**config.mk**
```make
export PLATFORM = sky130hd
export DESIGN_NAME = adder_operand_feeder
export DESIGN_NICKNAME = d
export VERILOG_FILES = /design/src/rtl/adder_operand_feeder_pkg.sv /design/src/rtl/operand_pair_fifo.sv /design/src/rtl/adder_operand_feeder.sv
export SDC_FILE = /design/constraint.sdc
export NUM_CORES = 1
export LEC_CHECK = 0
export ABC_AREA = 1
export CORE_ASPECT_RATIO = 1.2
export CORE_MARGIN = 4
export CORE_UTILIZATION = 44
export DETAILED_ROUTE_END_ITERATION = 8
export GPL_TIMING_DRIVEN = 0
export MAX_ROUTING_LAYER = met4
export SETUP_SLACK_MARGIN = 0.15
export SLEW_MARGIN = 25
export SYNTH_ARGS = -nofsm -noshare
export SYNTH_HDL_FRONTEND = slang
export SYNTH_SLANG_ARGS = --single-unit
export TNS_END_PERCENT = 1
```
**constraint.sdc**
```tcl
create_clock -name clk -period 6.3 [get_ports clk]
set_input_delay 1.26 -clock clk [delete_from_list [all_inputs] [get_ports clk]]
set_output_delay 1.26 -clock clk [all_outputs]
set_load 0.02 [all_outputs]
```
**src/rtl/adder_operand_feeder_pkg.sv**
```systemverilog
// Shared definitions for the operand feeder: issue FSM encodings and a
// constant-foldable ceiling log2 used to size pointers and the level port.
package adder_operand_feeder_pkg;

    typedef enum logic [1:0] {
        ST_IDLE  = 2'd0,
        ST_ISSUE = 2'd1,
        ST_WAIT  = 2'd2
    } feeder_state_e;

    function automatic int clog2(input int value);
        int result;
        result = 0;
        for (int i = 0; i < 31; i++) begin
            if ((32'sd1 <<< i) < value) begin
                result = i + 1;
            end
        end
        return result;
    endfunction

endpackage

```
**src/rtl/operand_pair_fifo.sv**
```systemverilog
// Synchronous FIFO for operand pairs. Pointers carry one extra wrap bit so
// full and empty are distinguished without a separate counter compare.
module operand_pair_fifo
    import adder_operand_feeder_pkg::*;
#(
    parameter int WIDTH = 16,
    parameter int DEPTH = 4
) (
    input  logic                  clk,
    input  logic                  rst,
    input  logic                  push,
    input  logic                  pop,
    input  logic                  flush,
    input  logic [WIDTH-1:0]      wdata,
    output logic [WIDTH-1:0]      rdata,
    output logic                  full,
    output logic                  empty,
    output logic [clog2(DEPTH):0] level
);

    localparam int          AW       = clog2(DEPTH);
    localparam logic [AW:0] PTR_ZERO = {(AW + 1){1'b0}};
    localparam logic [AW:0] PTR_ONE  = {{AW{1'b0}}, 1'b1};

    logic [WIDTH-1:0] mem_r [DEPTH];
    logic [AW:0]      wr_ptr_r;
    logic [AW:0]      rd_ptr_r;
    logic [AW:0]      level_r;
    logic             push_en_s;
    logic             pop_en_s;

    // Status flags and qualified push/pop; flush overrides both
    always_comb begin
        full      = (wr_ptr_r[AW] != rd_ptr_r[AW]) && (wr_ptr_r[AW-1:0] == rd_ptr_r[AW-1:0]);
        empty     = (wr_ptr_r == rd_ptr_r);
        push_en_s = push && !full && !flush;
        pop_en_s  = pop && !empty && !flush;
    end

    // Pointer and occupancy registers
    always_ff @(posedge clk) begin
        if (rst || flush) begin
            wr_ptr_r <= PTR_ZERO;
            rd_ptr_r <= PTR_ZERO;
            level_r  <= PTR_ZERO;
        end else begin
            if (push_en_s) begin
                wr_ptr_r <= wr_ptr_r + PTR_ONE;
            end
            if (pop_en_s) begin
                rd_ptr_r <= rd_ptr_r + PTR_ONE;
            end
            case ({push_en_s, pop_en_s})
                2'b10:   level_r <= level_r + PTR_ONE;
                2'b01:   level_r <= level_r - PTR_ONE;
                default: level_r <= level_r;
            endcase
        end
    end

    // Pair storage; contents need no reset since the pointers gate visibility
    always_ff @(posedge clk) begin
        if (push_en_s && !rst) begin
            mem_r[wr_ptr_r[AW-1:0]] <= wdata;
        end
    end

    assign rdata = mem_r[rd_ptr_r[AW-1:0]];
    assign level = level_r;

endmodule

```
**src/rtl/adder_operand_feeder.sv**
```systemverilog
// Feeds buffered operand pairs to the registered adder one at a time,
// pacing issue with the adder's busy flag.
module adder_operand_feeder
    import adder_operand_feeder_pkg::*;
#(
    parameter int DWIDTH = 8,
    parameter int DEPTH  = 4
) (
    input  logic                  clk,
    input  logic                  rst,
    input  logic                  s_valid,
    output logic                  s_ready,
    input  logic [DWIDTH-1:0]     s_in1,
    input  logic [DWIDTH-1:0]     s_in2,
    input  logic                  flush,
    input  logic                  busy,
    output logic [DWIDTH-1:0]     in1,
    output logic [DWIDTH-1:0]     in2,
    output logic                  ivalid,
    output logic [clog2(DEPTH):0] level
);

    feeder_state_e       state_r;
    feeder_state_e       state_next_s;
    logic                wait_first_r;
    logic                pop_s;
    logic                fifo_full_s;
    logic                fifo_empty_s;
    logic [2*DWIDTH-1:0] head_s;
    logic [DWIDTH-1:0]   in1_r;
    logic [DWIDTH-1:0]   in2_r;
    logic                ivalid_r;

    operand_pair_fifo #(
        .WIDTH (2 * DWIDTH),
        .DEPTH (DEPTH)
    ) u_fifo (
        .clk   (clk),
        .rst   (rst),
        .push  (s_valid),
        .pop   (pop_s),
        .flush (flush),
        .wdata ({s_in1, s_in2}),
        .rdata (head_s),
        .full  (fifo_full_s),
        .empty (fifo_empty_s),
        .level (level)
    );

    assign s_ready = !fifo_full_s;

    // Next state and pop decision; busy is not trusted in the first WAIT cycle
    always_comb begin
        state_next_s = state_r;
        pop_s        = 1'b0;
        case (state_r)
            ST_IDLE: begin
                if (!fifo_empty_s && !busy && !flush) begin
                    pop_s        = 1'b1;
                    state_next_s = ST_ISSUE;
                end else begin
                    state_next_s = ST_IDLE;
                end
            end
            ST_ISSUE: begin
                state_next_s = ST_WAIT;
            end
            ST_WAIT: begin
                if (!wait_first_r && !busy) begin
                    state_next_s = ST_IDLE;
                end else begin
                    state_next_s = ST_WAIT;
                end
            end
            default: begin
                state_next_s = ST_IDLE;
            end
        endcase
    end

    // State register plus first-WAIT-cycle marker
    always_ff @(posedge clk) begin
        if (rst) begin
            state_r      <= ST_IDLE;
            wait_first_r <= 1'b0;
        end else begin
            state_r      <= state_next_s;
            wait_first_r <= (state_r == ST_ISSUE);
        end
    end

    // Issue registers; operands hold between issues
    always_ff @(posedge clk) begin
        if (rst) begin
            ivalid_r <= 1'b0;
            in1_r    <= {DWIDTH{1'b0}};
            in2_r    <= {DWIDTH{1'b0}};
        end else begin
            ivalid_r <= pop_s;
            if (pop_s) begin
                in1_r <= head_s[2*DWIDTH-1:DWIDTH];
                in2_r <= head_s[DWIDTH-1:0];
            end
        end
    end

    assign in1    = in1_r;
    assign in2    = in2_r;
    assign ivalid = ivalid_r;

endmodule

```
Yosys cells after proc, flatten, opt, wreduce, memory -nomap -nowiden
Memory sizes are Yosys's and may differ from the RTL's. A register that Yosys moved wholly into a read port is not among the register bits.
Index checks and enable logic that the tools add are counted.
{"block": "op_classes", "n_addsub": 4, "eq_ne": 7, "n_mux": 8, "n_reduce_logical": 18}
{"operator": "3-bit by 1-bit adder with 3-bit output, second input constant", "count": 3}
{"operator": "1-bit logical AND", "count": 9}
{"operator": "1-bit logical NOT", "count": 6}
{"operator": "2-bit case mux with 3 select lines", "count": 1}
{"operator": "3-bit case mux with 2 select lines", "count": 1}
{"operator": "1-bit two-way mux", "count": 5}
{"operator": "2-bit by 1-bit == test with 1-bit output, second input constant", "count": 2}
{"operator": "2-bit == test, second input constant", "count": 2}
{"operator": "3-bit == test", "count": 1}
{"operator": "3-bit by 1-bit subtractor with 3-bit output, second input constant", "count": 1}
{"operator": "2-bit == test", "count": 1}
{"operator": "2-bit logical NOT", "count": 1}
{"operator": "2-bit two-way mux", "count": 1}
{"operator": "2-bit nonzero test", "count": 1}
{"operator": "1-bit logical OR", "count": 1}
{"operator": "1-bit != test", "count": 1}
{"block": "totals", "ff_bits": 13, "ram_bits": 64, "inputBits": 21, "elab_cells": 44, "mem_count": 1}
{"memory": "u_fifo.mem_r", "words": 4, "width": 16, "read_ports": 1, "rd_clocked_by_memory_dff": 1, "wr": 1, "line_no": "operand_pair_fifo.sv:25", "source": "logic [WIDTH-1:0] mem_r [DEPTH];"}

Longest topological paths before layout
{"block": "logic_depth", "word_depth": 10, "mapped_depth": 14, "mapped_depth_nobuf": 13}

Modules after synthesis
Synthesis repeated with hierarchy kept, for this count alone.
{"block": "hier_totals", "cells_unflattened": 406, "area_unflattened_um2": 4026.4}
{"module": "operand_pair_fifo", "n_inst": 1, "cells_per_inst": 254, "area_per_inst_um2": 3042.9}
{"module": "adder_operand_feeder", "n_inst": 1, "cells_per_inst": 152, "area_per_inst_um2": 983.4}

Worst setup path before layout
Ideal clock, no wire load.
{"block": "synth_timing", "path_type": "input -> register", "startpoint": "input port busy", "endpoint": "register u_fifo.level_r[2] (netlist: u_fifo.level[2])", "setup_time_ns": 0.122, "arrival_ns": 2.745, "required_ns": 6.178, "setup_slack_ns": 3.433, "path_stages": 12, "n_path_buf": 0, "path_cell_list": "nor2_1 -> nand2_1 -> nor2_2 -> nand2_4 -> inv_1 -> ha_1 -> inv_1 -> fa_1 -> a21oi_1 -> o21ai_0 -> o21ai_0 -> a21oi_1"}
{"block": "synth_via", "elab_chain_cells": 9}
{"element": "start, declared", "line_no": "adder_operand_feeder.sv:16", "source": "input logic busy,"}
{"element": "1-bit logical NOT (*)", "line_no": "adder_operand_feeder.sv:58", "source": "if (!fifo_empty_s && !busy && !flush) begin"}
{"element": "1-bit logical AND (*) (2 in series)", "line_no": "adder_operand_feeder.sv:58"}
{"element": "1-bit two-way mux (*)", "line_no": "adder_operand_feeder.sv:58"}
{"element": "1-bit two-way mux (*)", "line_no": "adder_operand_feeder.sv:56", "source": "case (state_r)"}
{"element": "1-bit logical AND (*) (2 in series)", "line_no": "operand_pair_fifo.sv:37", "source": "pop_en_s = pop && !empty && !flush;"}
{"element": "named net u_fifo.pop_en_s", "line_no": "operand_pair_fifo.sv:30", "source": "logic pop_en_s;"}
{"element": "2-bit by 1-bit == test with 1-bit output / 2-bit == test (equally long branches)", "line_no": "operand_pair_fifo.sv:53", "source": "case ({push_en_s, pop_en_s})"}
{"element": "3-bit case mux with 2 select lines / 2-bit nonzero test (equally long branches)"}
{"element": "end signal, assigned", "line_no": "operand_pair_fifo.sv:54", "source": "2'b10: level_r <= level_r + PTR_ONE;"}
{"element": "end signal, assigned", "line_no": "operand_pair_fifo.sv:55", "source": "2'b01: level_r <= level_r - PTR_ONE;"}
{"element": "end signal, assigned", "line_no": "operand_pair_fifo.sv:56", "source": "default: level_r <= level_r;"}
{"element": "end, declared", "line_no": "operand_pair_fifo.sv:28", "source": "logic [AW:0] level_r;"}
The timed path passes the listed nets; every way through them passes the cells marked *.
A chain may end at the register's enable or synchronous reset.

Worst setup path after layout
Same ends and word-level chain as after synthesis.

==> qor_table.md <==
| Stage | Item | This run |
| --- | --- | --- |
| sta | Sum of negative setup slack | 0 ps |
| setup path | Worst Path Arrival | 3410 ps |
| route | Average vias per placed instance | 4.81 |
| clocking | Skew-Pair Late Insertion Delay | 350 ps |
| clocking | Clock Tree Buf Depth | 2 |
| die | Ports placed on the boundary | 42 |
| job | Max Cap Viol | 0 |
| sta | Maximum operating frequency | 0.316 GHz |
| setup path | Worst Setup Path Type | input port to flop |
| global routing | Number of global-route vias before repair | 2505 |
| sta | Worst Max-Slew Pin Slew | 579 ps |
| setup path | Series of cell instances along the critical path | clkdlybuf4s50_1 -> nor2_1 -> nand2_1 -> nor2_2 -> nand2_4 -> inv_1 -> ha_1 -> inv_1 -> fa_1 -> a21oi_1 -> o21ai_0 -> o21ai_0 -> a21oi_1 |
| clocking | Clk pin slew, worst setup/hold paths | 80 ps |
| route | Vias | 2575 |
| setup path | Worst path max stage delay | 410 ps |
| die | Area of the core region | 8240 um2 |
| run status | Result of the run | complete, no violations |
| logic synthesis | Library cells used by synthesis | 25 |
| setup path | Slowest-stage cell, CP | sky130_fd_sc_hd__clkdlybuf4s50_1 |
| clocking | Number of clock sinks seen by CTS | 93 |
| min path | Hold crit path type | flop to flop |
| setup path | WP data required | 6540 ps |
| route | Residual DRC | 0 |
| sta | Setup violators final | 0 |
| placed design | Total half-perimeter wirelength after legalization and detailed placement | 5230 um |
| route | Detailed router's first-iteration violation count | 217 |
| logic synthesis | Mapped Avg Cell Area | 10.5 um2 |
| route | DR WL/cell | 14.3 um |
| sta | Final setup skew | 7.35 ps |
| sta | Final period util | 50.3% |
| route | Aggregate routed wire length | 7660 um |
| placed design | Area post-placement | 4390 um2 |
| logic synthesis | Seq cells post-synth | 93 |
| setup path | Launching element type of the critical path | input port |
| die | Chip width | 92.7 um |
| finish | Fraction of final layout cells with drive strength greater than 1 | 10.2% |
| finish | Area taken by flip-flops and latches | 2500 um2 |
| sta | Unrepaired setup endpoints after global routing | no |
| global routing | GR Overflow Total | 0 |
| die | Total Die Area | 10200 um2 |
| sta | Worst-case headroom to the max-slew limit | 61.4% |
| setup path | Cell family with the largest share of critical-path delay | buffers and inverters |
| logic synthesis | Count of mapped cells out of synthesis | 360 |
| logic synthesis | Net count after synthesis | 388 |
| clocking | Number of hold buffers added after CTS | 0 |
| die | Die H | 110 um |
| clocking | Post-CTS setup buffer count | 0 |
| logic synthesis | Post-Syn Area | 3780 um2 |
| setup path | Maximum net fanout on the critical path | 9 |
| finish | Fill cell total of the finished layout | 757 |
| global routing | Initial antenna violation count | 0 |
| global routing | First-pass GRT wire length | 12700 um |
| route | Count of antenna-violating nets left after detailed routing | 0 |
| sta | Max-slew violation count | 0 |
| die | Number of standard-cell rows in the floorplan | 36 |
| logic synthesis | Seq/Total Area, Yosys | 66.1% |
| logic synthesis | Warning count from the yosys run | 0 |
| clocking | Clock tree root driver cell | sky130_fd_sc_hd__clkbuf_8 |
| setup path | CP Capture Type | flop |
| route | Drt first pass iters | 4 |
| die | Effective utilization at floorplan | 45.9% |
| pwr | PD cells | 235 nW/um2 |
| finish | Antenna diode count | 0 |
| setup path | Count of buffer and inverter cells on the critical path | 3 |
| finish | Multi-input gate area | 1050 um2 |
| finish | Final Instance Area | 4550 um2 |
| placed design | Placer Congestion | 0.761 |
| clocking | Resized cells post-CTS | 0 |
| placed design | Port bufs | 41 |
| clocking | CTS tree | built |
| pwr | Leakage power summed over all cells | 1.73 nW |
| global routing | Maximum number of pins on one net before global-route repair | 15 |
| pwr | Max rail drop VDD | 0.000148 V |
| clocking | Number of levels the H-tree was split into | 3 |
| clocking | TritonCTS buffer count | 9 |
| sta | Minimum clock period | 3170 ps |
| global routing | GRT Resource Usage Total | 17.2% |
| sta | Fin. Hold Viols | 0 |
| finish | Layout-stage area growth over the synthesis result | 20.3% |
| finish | Final Net Count | 444 |
==> power breakdown <==
part           internal, mW  total [mW]  switching, mW  leakage (nW)
Clock                 0.143       0.338          0.195        0.0780
Combinational        0.0307      0.0699         0.0391         0.837
Sequential            0.660       0.664        0.00380         0.813
Total                 0.834        1.07          0.238          1.73
==> cell usage after synthesis, drive strengths merged <==
cell type / instances / area (um2)
a21oi: 7 / 38.8
buf: 9 / 76.3
clkbuf: 5 / 18.8
clkinv: 1 / 3.75
dfxtp: 29 / 581
edfxtp: 64 / 1920
fa: 1 / 20.0
ha: 6 / 75.1
inv: 36 / 140
nand2: 55 / 226
nand3: 6 / 47.6
nand3b: 2 / 15.0
nor2: 84 / 318
o21ai: 37 / 185
o22ai: 16 / 100
xor2: 2 / 17.5
==> flip-flops by register name, indices dropped and copies added, names as in the netlist, 2 cells and up <==
name / count
in1: 8
u_fifo.wr_ptr_r: 3
u_fifo.mem_r: 64
state_r: 2
u_fifo.level: 3
in2: 8
u_fifo.rd_ptr_r: 3
==> per-layer routing <==
| metal | routed length [um] | global-route usage (%) | up-vias |
|---|---|---|---|
| met5 | 0 | - | - |
| met4 | 127 | 8.80 | 0 |
| met3 | 394 | 2.94 | 9 |
| met2 | 3800 | 27.5 | 63 |
| met1 | 3330 | 21.2 | 1198 |
| li1 | - | - | 1305 |
==> through the flow <==
stage                     setup slack, ps  cells  utilization (%)  hold slack (ps)  power, mW
after global placement               2240    515             52.6              452      0.747
after floorplan                      3430    360                -              452      0.713
final                                3130    535             55.2              464       1.07
after detailed placement             2760    519             53.3              461      0.749
after global routing                 2840    535             55.2              501       1.12
after CTS                            3120    535             55.2              474       1.08
==> area by class of cell <==
cell class	count	share of cell area, %
Sequential cell	93	55.0
Multi-Input combinational cell	216	23.1
Timing Repair Buffer	45	10.0
Inverter	37	3.16
Tap cell	114	3.13
Clock buffer	12	2.97
Buffer	14	2.09
Clock inverter	4	0.550
==> cells in the final DEF, fill, tap and decap left out, types with 4 or more instances in the layout <==
cell                              count
sky130_fd_sc_hd__clkbuf_1             8
sky130_fd_sc_hd__o22ai_1             16
sky130_fd_sc_hd__nor2_1              79
sky130_fd_sc_hd__nand3_1              4
sky130_fd_sc_hd__inv_1               32
sky130_fd_sc_hd__buf_2                4
sky130_fd_sc_hd__nor2_2               5
sky130_fd_sc_hd__o21ai_0             37
sky130_fd_sc_hd__a21oi_1              6
sky130_fd_sc_hd__dfxtp_1             29
sky130_fd_sc_hd__clkdlybuf4s50_1     41
sky130_fd_sc_hd__clkbuf_8             9
sky130_fd_sc_hd__edfxtp_1            64
sky130_fd_sc_hd__nand2_2              5
sky130_fd_sc_hd__buf_6                9
sky130_fd_sc_hd__nand2_1             49
sky130_fd_sc_hd__ha_1                 6
==> cells by family (layout without fill, tap and decap cells) <==
kind of cell	after synthesis	after routing	synth area share, %
xor gates and xnor gates	2	2	0.463
adders and majority gates	7	7	2.51
AOI/OAI and AO/OA	60	60	8.56
and+or+nand+nor	147	147	16.0
DFF	93	93	66.1
buffers and inverters	51	112	6.31
==> tightest hold or removal path, cell delays in order (launching register included) <==
cell,delay [ps]
sky130_fd_sc_hd__dfxtp_1,320
sky130_fd_sc_hd__inv_1,60
sky130_fd_sc_hd__a21oi_1,50
==> final timing paths <==
kind | startpoint | to | slack, ps | cells past startpoint
worst max-delay path | busy | u_fifo.level[2] | 3130 | 13
worst min-delay path | u_fifo.level[2] | u_fifo.level[2] | 460 | 2
worst max register to register | u_fifo.rd_ptr_r[1] | u_fifo.level[2] | 4050 | 14
worst min register to register | u_fifo.level[2] | u_fifo.level[2] | 460 | 2
Note: power is estimated with default switching activity, not from simulation.
==> RTL edit 1: new RTL, same flow settings <==
Change the parameter `DWIDTH` from 8 to 7.
--- a/src/rtl/adder_operand_feeder.sv
+++ b/src/rtl/adder_operand_feeder.sv
@@ -3,7 +3,7 @@
 module adder_operand_feeder
     import adder_operand_feeder_pkg::*;
 #(
-    parameter int DWIDTH = 8,
+    parameter int DWIDTH = 7,
     parameter int DEPTH  = 4
 ) (
     input  logic                  clk,
Interface: changed (resized in1, in2, s_in1 and s_in2); port bits go from 42 to 38. No check against the original RTL was run, so the function may have changed too.
==> RTL edit 1 against the original RTL <==
- power up 3.1%
- sequential cell count shrank 10
- area after synthesis decreased by 9.8%
- wire length shrank 9.0%
- combinational power shrank 8.4%
- worst setup slack improved by 0.024 ns
- cell area decreased by 8.5%
- final cell count down 12%
- die area is 9.1% lower
- largest cell class unchanged
- largest power group unchanged
==> RTL edit 1: results <==
set metrics [dict create \
    met2_usage 0.250 \
    nNonClkBuffers 51 \
    syn_area_sq_um 3410 \
    largest_reg_flops 56 \
    multi_input_gates 199 \
    clkbuf_count 10 \
    slew_headroom 0.458 \
    r2r_cells 8 \
    clk_share 0.0573 \
    seq_area_sq_um 2220 \
    finalClockSkew_ns 0.0140 \
    dpl.hpwl_microns 4840 \
    r2r_slack_ns 3.96 \
    avgViaCountPerCell 4.90 \
    synth_edf_count 56 \
    clock-sinks 83 \
    drive_gt1_frac 0.117 \
    critPathArrivalTime_ns 1.88 \
    grt_pass1_vias 2252 \
    ys_seq_area_frac 0.651 \
    buf_share 0.111 \
    nFillCells 642 \
    multi_input_area_sq_um 1000 \
    leakage_nw 1.58 \
    fin_nets 404 \
    nNonClkInverters 34 \
    first_iter_violations 129 \
    routed_wl_microns 6970 \
    syn_to_final_growth_pct 22.1 \
    synth_cell_types 22 \
    synth.top_cells.by_count "77 x nor2_1, 56 x edfxtp_1, 38 x nand2_1" \
    io_buffers 37 \
    dpl_cell_area_sq_um 3930 \
    globalplace.congestion 0.749 \
    status "finished, final reports clean" \
]
-- RTL edit 1: cell types whose count changed after synthesis, moves of 3 or more --
cell	before	now
nand2_2	5	12
edfxtp_1	64	56
nor2_1	83	77
nand2_1	49	38
o21ai_0	37	32
buf_6	5	2
-- RTL edit 1: through the flow --
stage	hold WS, ns	cells	worst slack (ns)
3_5_place_dp	0.456	457	2.79
3_3_place_gp	0.449	455	2.32
2_1_floorplan	0.452	328	3.50
4_1_cts	0.470	473	3.16
6_report	0.466	473	3.16
5_1_grt	0.491	473	3.04
-- RTL edit 1: worst max-delay path by stage --
stage | from | endpoint | slack [ns]
3_3_place_gp | flush | u_fifo.mem_r[3][6] | 2.32
6_report | u_fifo.rd_ptr_r[1] | s_ready | 3.16
2_1_floorplan | busy | u_fifo.level[2] | 3.50
4_1_cts | flush | u_fifo.mem_r[1][3] | 3.16
5_1_grt | flush | u_fifo.mem_r[2][3] | 3.04
3_5_place_dp | flush | u_fifo.mem_r[1][2] | 2.79
-- RTL edit 1: power by group --
group	total [W]	internal [W]	switching, W
Sequential	0.000592	0.000588	0.00000373
Combinational	0.0000640	0.0000280	0.0000360
Clock	0.000449	0.000264	0.000185
Total	0.00111	0.000881	0.000225
-- RTL edit 1: cell families (layout without fill, tap and decap cells) --
family                     Yosys count  after routing  share of synthesized area
xor gates and xnor gates             2              2                    0.00513
buffers and inverters               46            101                     0.0576
AOI/OAI and AO/OA                   53             53                     0.0828
and+or+nand+nor                    137            137                      0.176
adders and majority gates            7              7                     0.0279
DFF                                 83             83                      0.651
-- RTL edit 1: tightest hold or removal path, stage by stage, from the launching register on --
cell	delay, ns
dfxtp_1	0.31
inv_1	0.06
a21oi_1	0.05
==> RTL edit 2: new RTL, same flow settings <==
Without the edit above. Re-encode `feeder_state_e` (3 states) as one-hot, 3 bits wide.
--- a/src/rtl/adder_operand_feeder_pkg.sv
+++ b/src/rtl/adder_operand_feeder_pkg.sv
@@ -2,10 +2,10 @@
 // constant-foldable ceiling log2 used to size pointers and the level port.
 package adder_operand_feeder_pkg;
 
-    typedef enum logic [1:0] {
-        ST_IDLE  = 2'd0,
-        ST_ISSUE = 2'd1,
-        ST_WAIT  = 2'd2
+    typedef enum logic [2:0] {
+        ST_IDLE  = 3'b001,
+        ST_ISSUE = 3'b010,
+        ST_WAIT  = 3'b100
     } feeder_state_e;
 
     function automatic int clog2(input int value);
Function: no difference found for any inputs over 10 cycles, from zero or initial values and one cycle with rst high; not proved beyond that.
==> RTL edit 2 against the original RTL <==
- sequential power rose by 2%
- clock power rose by 5%
- non-clock buffer count did not move
- clock skew fell by 0.0017 ns
- area after synthesis rose by 2.2%
- worst setup slack got worse by 0.15 ns
- sequential cell count rose by 1
- global-route usage fell by 0.68 points
- power rose by 4.7%
- synthesized cell count rose by 1.9%
- cell area rose by 2.5%
- wire length rose by 1.6%
==> RTL edit 2: results <==
set metrics [dict create \
    max-vdd-ir-drop_mv 0.138 \
    met2_usage 0.270 \
    grt_usage 0.165 \
    placed_cells 529 \
    grtUsageMet1 0.197 \
    dpl.hpwl_microns 5490 \
    cpPeakStageDelay_ns 0.45 \
    wl_met1_microns 3300 \
    r2r_cells 15 \
    whs_ns 0.463 \
    fin_nets 451 \
    worstPathMaxFanout 10 \
    grt_use_met3 0.0299 \
    syn_nets 395 \
    min_from "u_fifo.level[2]" \
    r2r_slack_ns 3.71 \
    largest_reg_flops 64 \
    maxUsedRoutingLayer "met4" \
    nFillCells 766 \
    globalplace.congestion 0.769 \
    leakage_nw 1.76 \
    syn_inst 367 \
    routed_wl_microns 7780 \
    fin_crit_ns 3.32 \
    first_iter_violations 120 \
    ys_seq_area_frac 0.652 \
    tightest_slew_ns 0.625 \
    status "finished, final reports clean" \
    met2WireLength_microns 3920 \
    critPathArrivalTime_ns 3.56 \
    dpl_cell_area_sq_um 4490 \
    layout.cells.non_filler 545 \
    drive_gt1_frac 0.126 \
    crit_path_start "flush" \
    grt_pass1_vias 2536 \
    num_vias 2636 \
    grt_max_degree 17 \
    synth_cell_types 28 \
    multi_input_area_sq_um 1120 \
    finalClockSkew_ns 0.00563 \
    synth_area_leaders "edfxtp_1 50%, dfxtp_1 16%, nor2_1 6.2%" \
]
[RTL edit 2: power by group through the flow]
stage	Clock, W	Combinational [W]	Sequential, W
floorplan	0	0.0000433	0.000697
global placement	0	0.0000908	0.000690
detailed placement	0	0.0000941	0.000690
CTS	0.000367	0.0000945	0.000676
global route	0.000396	0.000104	0.000678
finish	0.000354	0.0000930	0.000676
[RTL edit 2: logic make-up (layout without fill, tap and decap cells)]
group / Yosys count / in the layout / synth area share
and+or+nand+nor: 149 / 149 / 0.170
DFF: 94 / 94 / 0.652
AOI/OAI and AO/OA: 62 / 62 / 0.0866
buffers and inverters: 53 / 114 / 0.0624
adders and majority gates: 7 / 7 / 0.0246
xor gates and xnor gates: 2 / 2 / 0.00453
[RTL edit 2: area by class of cell]
cell class / instances / share of cell area
flip-flops and latches: 94 / 0.540
multi-input cells: 220 / 0.239
repair buffers: 45 / 0.100
inverters: 39 / 0.0319
well taps: 117 / 0.0314
clock buffers: 10 / 0.0273
plain buffers: 14 / 0.0198
clock inverters: 6 / 0.0102
